**config.mk**
```make
export PLATFORM = sky130hd
export DESIGN_NAME = multiplier_interface_flat
export DESIGN_NICKNAME = d
export VERILOG_FILES = /design/src/rtl/mult_pkg.sv /design/src/rtl/multiplier_interface_if.sv /design/src/rtl/multiplier_interface_core.sv /design/src/rtl/multiplier_interface.sv /design/src/flat_wrapper.sv
export SDC_FILE = /design/constraint.sdc
export NUM_CORES = 1
export LEC_CHECK = 0
export ABC_AREA = 1
export BUFFER_PORTS_ARGS = -buffer_cell sky130_fd_sc_hd__clkbuf_2
export CORE_MARGIN = 2
export CORE_UTILIZATION = 55
export CTS_BUF_LIST = sky130_fd_sc_hd__clkbuf_16
export CTS_CLUSTER_DIAMETER = 120
export DETAILED_ROUTE_END_ITERATION = 16
export GPL_ROUTABILITY_DRIVEN = 0
export PLACE_DENSITY = 0.73
export SLEW_MARGIN = 5
export SYNTH_ARGS = -nofsm -noshare
export SYNTH_HDL_FRONTEND = slang
export SYNTH_SLANG_ARGS = --single-unit
```
**constraint.sdc**
```tcl
create_clock -name clk -period 4.55 [get_ports clk]
set_clock_uncertainty 0.15 [all_clocks]
set_input_delay 1.1375 -clock clk [delete_from_list [all_inputs] [get_ports clk]]
set_output_delay 1.1375 -clock clk [all_outputs]
set_load 0.01 [all_outputs]
```
**src/rtl/mult_pkg.sv**
```systemverilog
// Shared constants and FSM encoding for the multiplier interface and its shift-add core.
package mult_pkg;

  localparam int OP_W      = 8;
  localparam int FIFO_AW   = 4;
  localparam int DEPTH     = 2 ** FIFO_AW;
  localparam int CORE_ITER = 8;

  typedef enum logic [1:0] {
    ST_IDLE  = 2'd0,
    ST_FETCH = 2'd1,
    ST_CALC  = 2'd2,
    ST_OUT   = 2'd3
  } state_e;

endpackage

```
**src/rtl/multiplier_interface_if.sv**
```systemverilog
// Upstream write / downstream result bundle of the multiplier interface.
// With MULT_OP_COUNT_EN defined the bundle also carries the op_count output.
interface multiplier_interface_if #(
  parameter int OP_W    = mult_pkg::OP_W,
  parameter int FIFO_AW = mult_pkg::FIFO_AW
);
  logic                write_req;
  logic [2*OP_W-1:0]   in_data;
  logic [FIFO_AW:0]    left_sig;
  logic                ovf_err;
  logic [2*OP_W-1:0]   result;
  logic                out_valid;
  logic                out_ready;
`ifdef MULT_OP_COUNT_EN
  logic [15:0]         op_count;

  modport slave  (input  write_req, in_data, out_ready,
                  output left_sig, ovf_err, result, out_valid, op_count);
  modport master (output write_req, in_data, out_ready,
                  input  left_sig, ovf_err, result, out_valid, op_count);
`else
  modport slave  (input  write_req, in_data, out_ready,
                  output left_sig, ovf_err, result, out_valid);
  modport master (output write_req, in_data, out_ready,
                  input  left_sig, ovf_err, result, out_valid);
`endif
endinterface

```
**src/rtl/multiplier_interface_core.sv**
```systemverilog
// Unsigned shift-add multiplier: one partial product per clock, done pulses on the last iteration.
module mult_core_module
  import mult_pkg::*;
#(
  parameter int OP_W = mult_pkg::OP_W
) (
  input  logic              clk,
  input  logic              rst,
  input  logic              start,
  input  logic [OP_W-1:0]   a,
  input  logic [OP_W-1:0]   b,
  output logic              done,
  output logic [2*OP_W-1:0] product
);

  localparam int CNT_W = $clog2(CORE_ITER + 1);

  logic [2*OP_W-1:0] acc_q;
  logic [2*OP_W-1:0] mcand_q;
  logic [OP_W-1:0]   mplier_q;
  logic [CNT_W-1:0]  cnt_q;
  logic              busy_q;
  logic              done_q;

  // The start edge already performs iteration 0, so eight edges complete the product.
  always_ff @(posedge clk or posedge rst) begin
    if (rst) begin
      acc_q    <= '0;
      mcand_q  <= '0;
      mplier_q <= '0;
      cnt_q    <= '0;
      busy_q   <= 1'b0;
      done_q   <= 1'b0;
    end else begin
      done_q <= 1'b0;
      if (start) begin
        acc_q    <= b[0] ? {{OP_W{1'b0}}, a} : '0;
        mcand_q  <= {{(OP_W-1){1'b0}}, a, 1'b0};
        mplier_q <= b >> 1;
        cnt_q    <= CNT_W'(1);
        busy_q   <= 1'b1;
      end else if (busy_q) begin
        if (mplier_q[0]) acc_q <= acc_q + mcand_q;
        mcand_q  <= mcand_q << 1;
        mplier_q <= mplier_q >> 1;
        cnt_q    <= cnt_q + 1'b1;
        if (cnt_q == CNT_W'(CORE_ITER - 1)) begin
          busy_q <= 1'b0;
          done_q <= 1'b1;
        end
      end
    end
  end

  assign done    = done_q;
  assign product = acc_q;

endmodule

```
**src/rtl/multiplier_interface.sv**
```systemverilog
// Operand FIFO feeding a sequential multiplier with a valid/ready result port.
// Define MULT_OP_COUNT_EN to add the 16-bit handshake counter op_count.
module multiplier_interface
  import mult_pkg::*;
#(
  parameter int OP_W    = mult_pkg::OP_W,
  parameter int FIFO_AW = mult_pkg::FIFO_AW
) (
  input  logic                   clk,
  input  logic                   rst,
  multiplier_interface_if.slave  bus
);

  localparam int               FDEPTH   = 2 ** FIFO_AW;
  localparam logic [FIFO_AW:0] FULL_CNT = (FIFO_AW + 1)'(FDEPTH);

  logic [2*OP_W-1:0] mem [FDEPTH];
  logic [FIFO_AW-1:0] wr_ptr_q, rd_ptr_q;
  logic [FIFO_AW:0]   count_q, count_d, left_q;
  logic [2*OP_W-1:0]  rd_data_q;
  logic               ovf_q;
  logic               push, pop;

  state_e             state_q;
  logic [OP_W-1:0]    a_q, b_q;
  logic               start_q;
  logic [2*OP_W-1:0]  result_q;
  logic               valid_q;
  logic               core_done;
  logic [2*OP_W-1:0]  core_product;

  // Fullness comes from the registered count only; a same-cycle pop never frees a slot.
  assign push = bus.write_req && (left_q != '0);
  assign pop  = (state_q == ST_IDLE) && (count_q != '0);

  // NOTE: every path through a combinational block must assign its outputs, so defaults go first.
  always_comb begin
    count_d = count_q;
    case ({push, pop})
      2'b10:   count_d = count_q + 1'b1;
      2'b01:   count_d = count_q - 1'b1;
      default: count_d = count_q;
    endcase
  end

  // NOTE: the storage array is not reset; the pointers and count alone decide which words are live.
  always_ff @(posedge clk) begin
    if (push) mem[wr_ptr_q] <= bus.in_data;
  end

  always_ff @(posedge clk or posedge rst) begin
    if (rst) begin
      wr_ptr_q  <= '0;
      rd_ptr_q  <= '0;
      count_q   <= '0;
      left_q    <= FULL_CNT;
      rd_data_q <= '0;
      ovf_q     <= 1'b0;
    end else begin
      count_q <= count_d;
      left_q  <= FULL_CNT - count_d;
      if (push) wr_ptr_q <= wr_ptr_q + 1'b1;
      if (pop) begin
        rd_ptr_q  <= rd_ptr_q + 1'b1;
        rd_data_q <= mem[rd_ptr_q];
      end
      if (bus.write_req && (left_q == '0)) ovf_q <= 1'b1;
    end
  end

  always_ff @(posedge clk or posedge rst) begin
    if (rst) begin
      state_q  <= ST_IDLE;
      a_q      <= '0;
      b_q      <= '0;
      start_q  <= 1'b0;
      result_q <= '0;
      valid_q  <= 1'b0;
    end else begin
      start_q <= 1'b0;
      case (state_q)
        ST_IDLE: if (pop) state_q <= ST_FETCH;
        ST_FETCH: begin
          a_q     <= rd_data_q[2*OP_W-1:OP_W];
          b_q     <= rd_data_q[OP_W-1:0];
          start_q <= 1'b1;
          state_q <= ST_CALC;
        end
        ST_CALC: if (core_done) begin
          result_q <= core_product;
          valid_q  <= 1'b1;
          state_q  <= ST_OUT;
        end
        ST_OUT: if (bus.out_ready) begin
          valid_q <= 1'b0;
          state_q <= ST_IDLE;
        end
        default: state_q <= ST_IDLE;
      endcase
    end
  end

  mult_core_module #(.OP_W(OP_W)) u_core (
    .clk     (clk),
    .rst     (rst),
    .start   (start_q),
    .a       (a_q),
    .b       (b_q),
    .done    (core_done),
    .product (core_product)
  );

`ifdef MULT_OP_COUNT_EN
  logic [15:0] op_count_q;

  always_ff @(posedge clk or posedge rst) begin
    if (rst) op_count_q <= '0;
    else if (valid_q && bus.out_ready) op_count_q <= op_count_q + 16'd1;
  end

  assign bus.op_count = op_count_q;
`endif

  assign bus.left_sig  = left_q;
  assign bus.ovf_err   = ovf_q;
  assign bus.result    = result_q;
  assign bus.out_valid = valid_q;

endmodule

```
**src/flat_wrapper.sv**
```systemverilog
// flat-port wrapper written by rule: the top's interface ports become plain ports
module multiplier_interface_flat import mult_pkg::*;
#(
  parameter int OP_W    = mult_pkg::OP_W,
  parameter int FIFO_AW = mult_pkg::FIFO_AW
)
  (clk, rst, bus_write_req, bus_in_data, bus_out_ready, bus_left_sig, bus_ovf_err, bus_result, bus_out_valid);
  multiplier_interface_if #(.OP_W(OP_W), .FIFO_AW(FIFO_AW)) bus_i ();
  input  logic clk;
  input  logic rst;
  input wire logic [$bits(bus_i.write_req)-1:0] bus_write_req;
  input wire logic [$bits(bus_i.in_data)-1:0] bus_in_data;
  input wire logic [$bits(bus_i.out_ready)-1:0] bus_out_ready;
  output wire logic [$bits(bus_i.left_sig)-1:0] bus_left_sig;
  output wire logic [$bits(bus_i.ovf_err)-1:0] bus_ovf_err;
  output wire logic [$bits(bus_i.result)-1:0] bus_result;
  output wire logic [$bits(bus_i.out_valid)-1:0] bus_out_valid;
  assign bus_i.write_req = bus_write_req;
  assign bus_i.in_data = bus_in_data;
  assign bus_i.out_ready = bus_out_ready;
  assign bus_left_sig = bus_i.left_sig;
  assign bus_ovf_err = bus_i.ovf_err;
  assign bus_result = bus_i.result;
  assign bus_out_valid = bus_i.out_valid;
  multiplier_interface #(.OP_W(OP_W), .FIFO_AW(FIFO_AW)) u_core (.clk(clk), .rst(rst), .bus(bus_i));
endmodule
```
[After elaboration in Yosys (flattened, before gate mapping)]
Memories as Yosys holds them, arrays and structs flattened. A register that Yosys moved wholly into a read port is not among the register bits.
Cells that the tools add are included.
Operators by class
  muxes and demuxes: 27
  eq/ne operators: 9
  reduce and logical (&&, ||, !) cells: 14
  add/sub/neg operators: 7
Operators with widths (number)
  $mux 16: 5
  $mux 8: 3
  $add 16x16->16: 1
  $add 4x1->4 const B: 3
  $mux 1: 11
  $pmux 5 s2: 1
  $reduce_bool 5->1: 2
  $mux 4: 2
  $pmux 2 s4: 1
  $eq 2x2->1 const B: 3
  $mux 2: 3
  $reduce_and 3->1: 2
  $reduce_bool 2->1: 3
  $add 5x1->5 const B: 1
  $logic_not 5->1: 1
  $sub 5x1->5 const B: 1
  $sub 5x5->5 const A: 1
  $eq 2x1->1 const B: 2
  $eq 4x3->1 const B: 1
  $ne 2x2->1 const B: 2
  $reduce_and 2->1: 2
  $logic_and 1x1->1: 3
  $logic_not 2->1: 1
  $ne 2x1->1 const B: 1
  $pmux 1 s2: 1
Word-level totals
  output and inout port bits: 23
  bits in writable memories: 256
  memories: 1
  bits in registers: 101
  input port bits: 20
Memories
  u_core.mem: depth 16, width 16, read ports 1, clocked after memory_dff 1, write ports 1, RTL line multiplier_interface.sv:17  | logic [2*OP_W-1:0] mem [FDEPTH];

[Longest topological paths before layout]
Gate-level depths: netlist (run 1).
  depth in word-level cells: 5
  depth in mapped cells: 22

[Cells and area by module]
From an unflattened synthesis (run 1), not the netlist that was laid out.
Second synthesis, totals
  cells, all modules: 1328
  area, all modules: 15762.6 um^2
By module, submodules not included
  multiplier_interface: area an instance 12969.9 um^2, cells an instance 958, times used 1
  mult_core_module: area an instance 2792.7 um^2, cells an instance 370, times used 1

[Worst setup path after synthesis (run 1)]
Ideal clock, no wire load.
  path kind: input-to-reg
  start: in bus_write_req
  end: mem u_core.mem[11][0] (netlist name) (enable)
  slack: 1.792 ns
  cell stages on the path: 4
  arrival time: 2.220 ns
  buffers on the path: 0
  path through: nand2_4 > inv_1 > nand2_1 > nor2_1
On the way
  longest elaborated chain between the ends: 3
Ends and longest elaborated chain
  start, declared: RTL line flat_wrapper.sv:11  | input wire logic [$bits(bus_i.write_req)-1:0] bus_write_req;
  $logic_and 1x1->1: RTL line multiplier_interface.sv:33  | assign push = bus.write_req && (left_q != '0);
  $mux 1: RTL line multiplier_interface.sv:48  | if (push) mem[wr_ptr_q] <= bus.in_data;
  $mux 1 (not written as such): RTL line multiplier_interface.sv:48
  end, declared: RTL line multiplier_interface.sv:17
Every way passes these cells.

==> summary.md, run 1 <==
| Metric | Value |
|---|---|
| Setup TNS | `0 ps` |
| Prevailing post-synth register cell | `edfxtp_1` |
| Post-synth EDFFs | `256` |
| Worst-skew pair later-pin latency | `520 ps` |
| Root buffer selected by CTS | `clkbuf_16` |
| FF+latch area | `10500 um^2` |
| Global route overflow | `0` |
| Worst Min Path Start | `u_core.u_core.cnt_q[3]` |
| Hold WC Path Type | `reg -> reg` |
| Crit-path max FO | `70` |
| Final Cycle Share | `0.711` |
| Buffers & Inverters on Critical Path | `1` |
| Worst path top cell family by delay | `compound AO/OA/AOI/OAI gates` |
| Crit path kind | `reg -> reg` |
| DRT iter0 DRCs | `1221` |
| Crit path cell chain | `clkinv_2, o21ai_0, o22ai_1, o211ai_1, a31oi_1` |
| RSZ-0062 raised after global routing | `no` |
| Synth warn | `0` |
| Wire per inst | `21.0 um` |
| Worst vdd ir | `363 uV` |
| Synth area leaders | `edfxtp_1 (50%), dfrtp_1 (18%), o21ai_0 (5.8%), nor2_1 (4.5%), o221ai_1 (2.9%)` |
| Worst Setup Start Kind | `flip-flop` |
| Port Buffer Count | `42` |
| Layout area overhead | `11.2%` |
| Synth Instances | `1273` |
| Post-synth top area share | `0.502` |
| Clock buffer count from CTS | `38` |
| H-tree levels | `2` |
| N_diodes | `0` |
| Ratio of cells with drive above 1 in the final layout | `0.124` |
| Worst-path clk slew | `60 ps` |
| Via count of the first global-routing pass | `9572` |
| Worst-margin pin slew | `1070 ps` |
| Die H | `171 um` |
| Synth Area per Inst | `12.0 um^2` |
| CTS tree | `done` |
| IO Pins | `43` |
| Critical Path Max Stage Delay | `850 ps` |
| Core Box Area | `27600 um^2` |
| Hold WS | `319 ps` |
| CTS sink cnt | `370` |
| Post-route DRC | `0` |
| Number of synthesized register bits | `370` |
| Distinct cells, synth | `46` |
| Share of the yosys chip area belonging to registers | `0.688` |
| Final Cell Area | `17000 um^2` |
| Post-Syn Area | `15300 um^2` |
| Layout Nets | `1345` |
| Row cnt | `61` |
| Vias per cell | `5.90` |
| Status | `complete, no violations` |
| CP endpoint kind | `flip-flop` |
| Placed insts | `1635` |
| WP data arrival | `3450 ps` |
| Rel. slew slack | `0.288` |
| Final Max Slew Viols | `0` |
| Max clock buf depth | `3` |
| Max-Cap Viols | `0` |
| Largest area contributor in the netlist | `edfxtp_1` |
| Async set or reset register ratio after synthesis | `0.308` |
| CP Data Required Time | `4770 ps` |
| Layout Cells excl Fill | `1704` |
| Post-CTS sizing | `0` |
| Antenna violations before repair | `0` |
| R2R Path Start | `u_core.rd_ptr_q[0]` |
| Final count of negative-setup-slack endpoints | `0` |
| Starting Density | `0.554` |
| Antenna viol nets, final | `0` |
| Fill cells | `2148` |
| Cell Pwr Density | `692 nW/um^2` |
| Vias post-DR | `10100` |
| Fin. Hold Viols | `0` |
| Gr usage total | `0.252` |
| Placed inst area | `15800 um^2` |
| DIE AREA | `29200 um^2` |
| CP max-delay cell | `dfrtp_4` |
| Drt pass-1 iters | `5` |
| Area occupied by multi-input gates | `4190 um^2` |
| Critical path origin | `u_core.rd_ptr_q[0]` |
| Leak | `6.30 nW` |
| Dpl hpwl | `22500 um` |
| Die X | `171 um` |
| Post-layout min period | `3230 ps` |
| Pin count of the biggest net entering global routing | `71` |
| Fmax | `309 MHz` |
| Post-CTS Setup Inserts | `0` |
| Hold_buf cts | `0` |
| Routed WL | `35800 um` |
| Syn nets | `1321` |
| Global-route wire length before repair | `55200 um` |
cell usage in the layout, fill, tap and decap left out, types with 2 or more instances in the layout:
cell type,netlist,routed
clkinv_2,0,6
xor2_1,9,9
inv_2,4,4
nor3_1,6,6
nand3_2,5,5
nor2_1,184,168
bufinv_16,0,3
edfxtp_1,256,256
nand2_2,6,6
nand4_1,3,3
inv_1,81,91
clkbuf_2,0,42
buf_4,2,11
dfrtp_1,113,110
o22ai_1,32,32
o221ai_1,50,50
o21ai_1,8,9
o21ai_0,176,175
inv_6,0,2
nand3_1,32,32
ha_1,27,27
nor2_2,0,16
o211ai_1,26,26
nand3b_1,2,2
mux2_2,14,14
nor2_4,2,2
a31oi_1,20,20
nand2_4,2,2
nand2_1,102,102
dfrtp_2,0,2
a21oi_1,24,24
inv_4,1,2
clkbuf_16,0,39
clkinv_1,3,11
stage by stage:
step / setup slack, ps / util / total power (W)
6_report: 1320 / 0.616 / 0.0118
5_1_grt: 1120 / 0.616 / 0.0125
4_1_cts: 1400 / 0.616 / 0.0118
3_5_place_dp: 1420 / 0.574 / 0.00882
3_3_place_gp: 1440 / 0.574 / 0.00868
2_1_floorplan: 248 / - / 0.00758
cell usage after synthesis (all sizes together) (2+ instances only):
master / n
inv: 86
xor2: 9
a21oi: 24
clkbuf: 49
nor3: 6
nand2: 111
o221ai: 50
nand4: 3
a31oi: 20
nor2: 186
o21ai: 186
o211ai: 26
buf: 20
or2: 2
nand3: 37
clkinv: 3
nand3b: 2
ha: 27
mux2: 14
o22ai: 32
dfrtp: 113
edfxtp: 256
final cells by class:
cell class,count,share of cell area
clock buffers,39,0.0573
clock inverters,30,0.0122
inverters,89,0.0200
multi-input cells,745,0.246
flip-flops and latches,370,0.619
well taps,378,0.0278
repair buffers,53,0.0172
logic make-up after synthesis:
| family | after synthesis | synth area share |
|---|---|---|
| XOR/XNOR | 9 | 0.00515 |
| buffers and inverters | 158 | 0.0406 |
| AO/OA/AOI/OAI | 345 | 0.136 |
| AND/OR/NAND/NOR | 349 | 0.0964 |
| flip-flops | 370 | 0.688 |
| adder cells (fa/ha/maj) | 28 | 0.0234 |
| multiplexers | 14 | 0.0103 |
worst paths after layout:
| kind | to | slack [ps] | cells after the start |
|---|---|---|---|
| max | u_core.rd_data_q[2] | 1320 | 5 |
| max in group asynchronous | u_core.bus.result[0] | 2690 | 3 |
| min in group asynchronous | u_core.bus.out_valid | 620 | 2 |
| min | u_core.u_core.cnt_q[3] | 320 | 1 |
| max reg2reg | u_core.rd_data_q[2] | 1320 | 5 |
| min reg2reg | u_core.u_core.cnt_q[3] | 320 | 1 |
report_power, final:
group	internal (W)	switching, W	leakage (nW)
Sequential	0.00432	0.000555	3.71
Clock	0.00172	0.00124	0.627
Combinational	0.00128	0.00266	1.96
metal layers:
metal / vias up / share of wire / track usage
met4: 0 / 0.033 / 0.0921
li1: 4647 / - / -
met3: 64 / 0.075 / 0.0412
met2: 430 / 0.47 / 0.397
met1: 4917 / 0.42 / 0.358
met5: - / 0 / 0
registers in the layout, summed over array words and instances, names as in the netlist, 2 cells and up:
| register | cells |
|---|---|
| u_core.a_q | 8 |
| u_core.b_q | 8 |
| u_core.bus.left_sig | 4 |
| u_core.bus.result | 16 |
| u_core.count_q | 5 |
| u_core.mem | 256 |
| u_core.rd_data_q | 16 |
| u_core.rd_ptr_q | 4 |
| u_core.state_q | 2 |
| u_core.u_core.cnt_q | 4 |
| u_core.u_core.mcand_q | 15 |
| u_core.u_core.mplier_q | 7 |
| u_core.u_core.product | 16 |
| u_core.wr_ptr_q | 4 |
No activity file was read; power rests on OpenSTA's default activity.
==> run 2, diff against run 1 <==
- clock period: 4.55 -> 3.3 ns (I/O delays scaled with it)
==> run 2 against run 1 <==
Against the previous run: critical path depth up 13; die area unchanged; clock power up 33%; via count up 0.27%; flip-flop and latch count unchanged; count of clock-buffer cells in the layout unchanged; combinational power up 42%; cell count up 1.5%; sequential share of layout area down 0.63 points; sequential power up 34%; critical path type unchanged.
==> summary.md, run 2 (synthesized netlist as in run 1, its figures left out) <==
| Metric | Value |
|---|---|
| Ratio of cells with drive above 1 in the final layout | `0.139 (was 0.124)` |
| Final Cycle Share | `0.784 (was 0.711)` |
| Crit path kind | `reg -> reg (unchanged)` |
| Cell Pwr Density | `936 nW/um^2 (was 692 nW/um^2)` |
| Pin count of the biggest net entering global routing | `131 (was 71)` |
| H-tree levels | `2 (unchanged)` |
| Vias per cell | `5.83 (was 5.90)` |
| Critical Path Max Stage Delay | `430 ps (was 850 ps)` |
| CP Data Required Time | `3620 ps (was 4770 ps)` |
| Wire per inst | `19.8 um (was 21.0 um)` |
| Routed WL | `34300 um (was 35800 um)` |
| Hold WC Path Type | `in -> async (was reg -> reg)` |
| WP data arrival | `2900 ps (was 3450 ps)` |
| Vias post-DR | `10100 (about the same)` |
| Antenna viol nets, final | `0 (unchanged)` |
| Starting Density | `0.554 (unchanged)` |
| Worst-skew pair later-pin latency | `530 ps (was 520 ps)` |
| Layout Nets | `1368 (was 1345)` |
| Hold WS | `262 ps (was 319 ps)` |
| Antenna violations before repair | `2 (was 0)` |
| CP max-delay cell | `dfrtp_1 (was dfrtp_4)` |
| Rel. slew slack | `0.442 (was 0.288)` |
| CTS sink cnt | `370 (unchanged)` |
| Fill cells | `2132 (was 2148)` |
| Largest Register | `u_core.mem (unchanged)` |
| R2R Path Start | `u_core.count_q[1] (was u_core.rd_ptr_q[0])` |
| Final count of negative-setup-slack endpoints | `0 (unchanged)` |
| Die X | `171 um (unchanged)` |
| Post-CTS sizing | `0 (unchanged)` |
| Leak | `6.41 nW (was 6.30 nW)` |
| Hold_buf cts | `0 (unchanged)` |
| Global route overflow | `0 (unchanged)` |
| Gr usage total | `0.240 (was 0.252)` |
| Worst vdd ir | `632 uV (was 363 uV)` |
| Drt pass-1 iters | `5 (unchanged)` |
| Global-route wire length before repair | `53500 um (was 55200 um)` |
| Post-layout min period | `2590 ps (was 3230 ps)` |
| Post-CTS Setup Inserts | `0 (unchanged)` |
| Clock buffer count from CTS | `39 (was 38)` |
| Max clock buf depth | `3 (unchanged)` |
| RSZ-0062 raised after global routing | `no (unchanged)` |
| Layout area overhead | `12.3% (was 11.2%)` |
| Final Max Slew Viols | `0 (unchanged)` |
| CP endpoint kind | `flip-flop (unchanged)` |
| DIE AREA | `29200 um^2 (unchanged)` |
| Worst Setup Start Kind | `flip-flop (unchanged)` |
| Status | `complete, no violations (unchanged)` |
| Area occupied by multi-input gates | `4190 um^2 (unchanged)` |
| Final core utilization | `0.623 (was 0.616)` |
| Worst R2R Path Depth | `18 (was 5)` |
| Crit-path max FO | `5 (was 70)` |
| CTS tree | `done (unchanged)` |
| Worst-margin pin slew | `838 ps (was 1070 ps)` |
| Worst-path clk slew | `60 ps (about the same)` |
| DRT iter0 DRCs | `957 (was 1221)` |
| Setup TNS | `0 ps (unchanged)` |
| Most frequent cells in the layout | `edfxtp_1 (256), o21ai_0 (175), nor2_1 (168) (unchanged)` |
| FF+latch area | `10500 um^2 (unchanged)` |
| Dpl hpwl | `19900 um (was 22500 um)` |
| Root buffer selected by CTS | `clkbuf_16 (unchanged)` |
| Register-to-register setup slack | `710 ps (was 1320 ps)` |
| Largest register FFs | `256 (unchanged)` |
| Reg2reg end | `u_core.bus.left_sig[4] (was u_core.rd_data_q[2])` |
| Max-Cap Viols | `0 (unchanged)` |
| Core Box Area | `27600 um^2 (unchanged)` |
| Most common cell after layout, fill and taps aside | `edfxtp_1 (unchanged)` |
| IO Pins | `43 (unchanged)` |
| Die H | `171 um (unchanged)` |
| Port Buffer Count | `42 (unchanged)` |
| Fmax | `386 MHz (was 309 MHz)` |
| Via count of the first global-routing pass | `9898 (was 9572)` |
| Crit path cell chain | `nor2_1, nand3_2, nand2_2, inv_4, nand2_8, nand2_1, nand2_1, inv_1, ha_1, inv_1, o21ai_0, inv_1, ha_1, inv_1, nor2_4, nand3_1, nand2_1, nand2_1 (was clkinv_2, o21ai_0, o22ai_1, o211ai_1, a31oi_1)` |
| Fin. Hold Viols | `0 (unchanged)` |
| Row cnt | `61 (unchanged)` |
| Post-route DRC | `0 (unchanged)` |
[run 2: how the worst max path moves through the flow]
stage,from,depth (start not counted),end,slack (ps)
2_1_floorplan,u_core.count_q[0],15,u_core.bus.left_sig[4],770
3_3_place_gp,bus_write_req,17,u_core.bus.left_sig[4],680
3_5_place_dp,bus_write_req,16,u_core.bus.left_sig[4],590
4_1_cts,u_core.count_q[2],18,u_core.bus.left_sig[4],740
5_1_grt,u_core.state_q[0],17,u_core.bus.left_sig[4],420
6_report,u_core.count_q[1],18,u_core.bus.left_sig[4],710
[run 2: cell type report]
class                      count  share of cell area
sequential                   370               0.613
tap                          378              0.0275
antenna                        1            0.000145
multi-input combinational    745               0.244
timing repair buffer          75              0.0288
clock inverter                32              0.0103
inverter                      89              0.0199
clock buffer                  39              0.0567
[run 2: worst max-delay path: cells and delay by family (launching register included)]
family / cells / cell delay, ps
and+or+nand+nor: 10 / 890
buffers and inverters: 5 / 360
DFF: 1 / 430
AOI/OAI and AO/OA: 1 / 200
adders and majority gates: 2 / 490
[run 2: power by group]
part | total [W] | internal [W] | switching, W
Combinational | 0.00560 | 0.00187 | 0.00374
Sequential | 0.00655 | 0.00596 | 0.000594
Clock | 0.00394 | 0.00223 | 0.00171
Total | 0.0161 | 0.0101 | 0.00604
[run 2: per-stage QoR]
stage | instance area, um^2 | total power, W | setup slack [ps] | std cells
6_report | 17200 | 0.0161 | 712 | 1729
5_1_grt | 17200 | 0.0172 | 422 | 1729
4_1_cts | 17200 | 0.0162 | 739 | 1728
3_5_place_dp | 16100 | 0.0122 | 594 | 1657
3_3_place_gp | 16100 | 0.0120 | 676 | 1657
2_1_floorplan | 15300 | 0.0105 | 775 | 1273
[run 2: routing by layer]
layer | share of wire | track usage | vias to the layer above
li1 | - | - | 4684
met1 | 0.41 | 0.317 | 4896
met2 | 0.48 | 0.401 | 420
met3 | 0.075 | 0.0407 | 83
met4 | 0.035 | 0.0940 | 2
met5 | 0.00038 | 0 | -
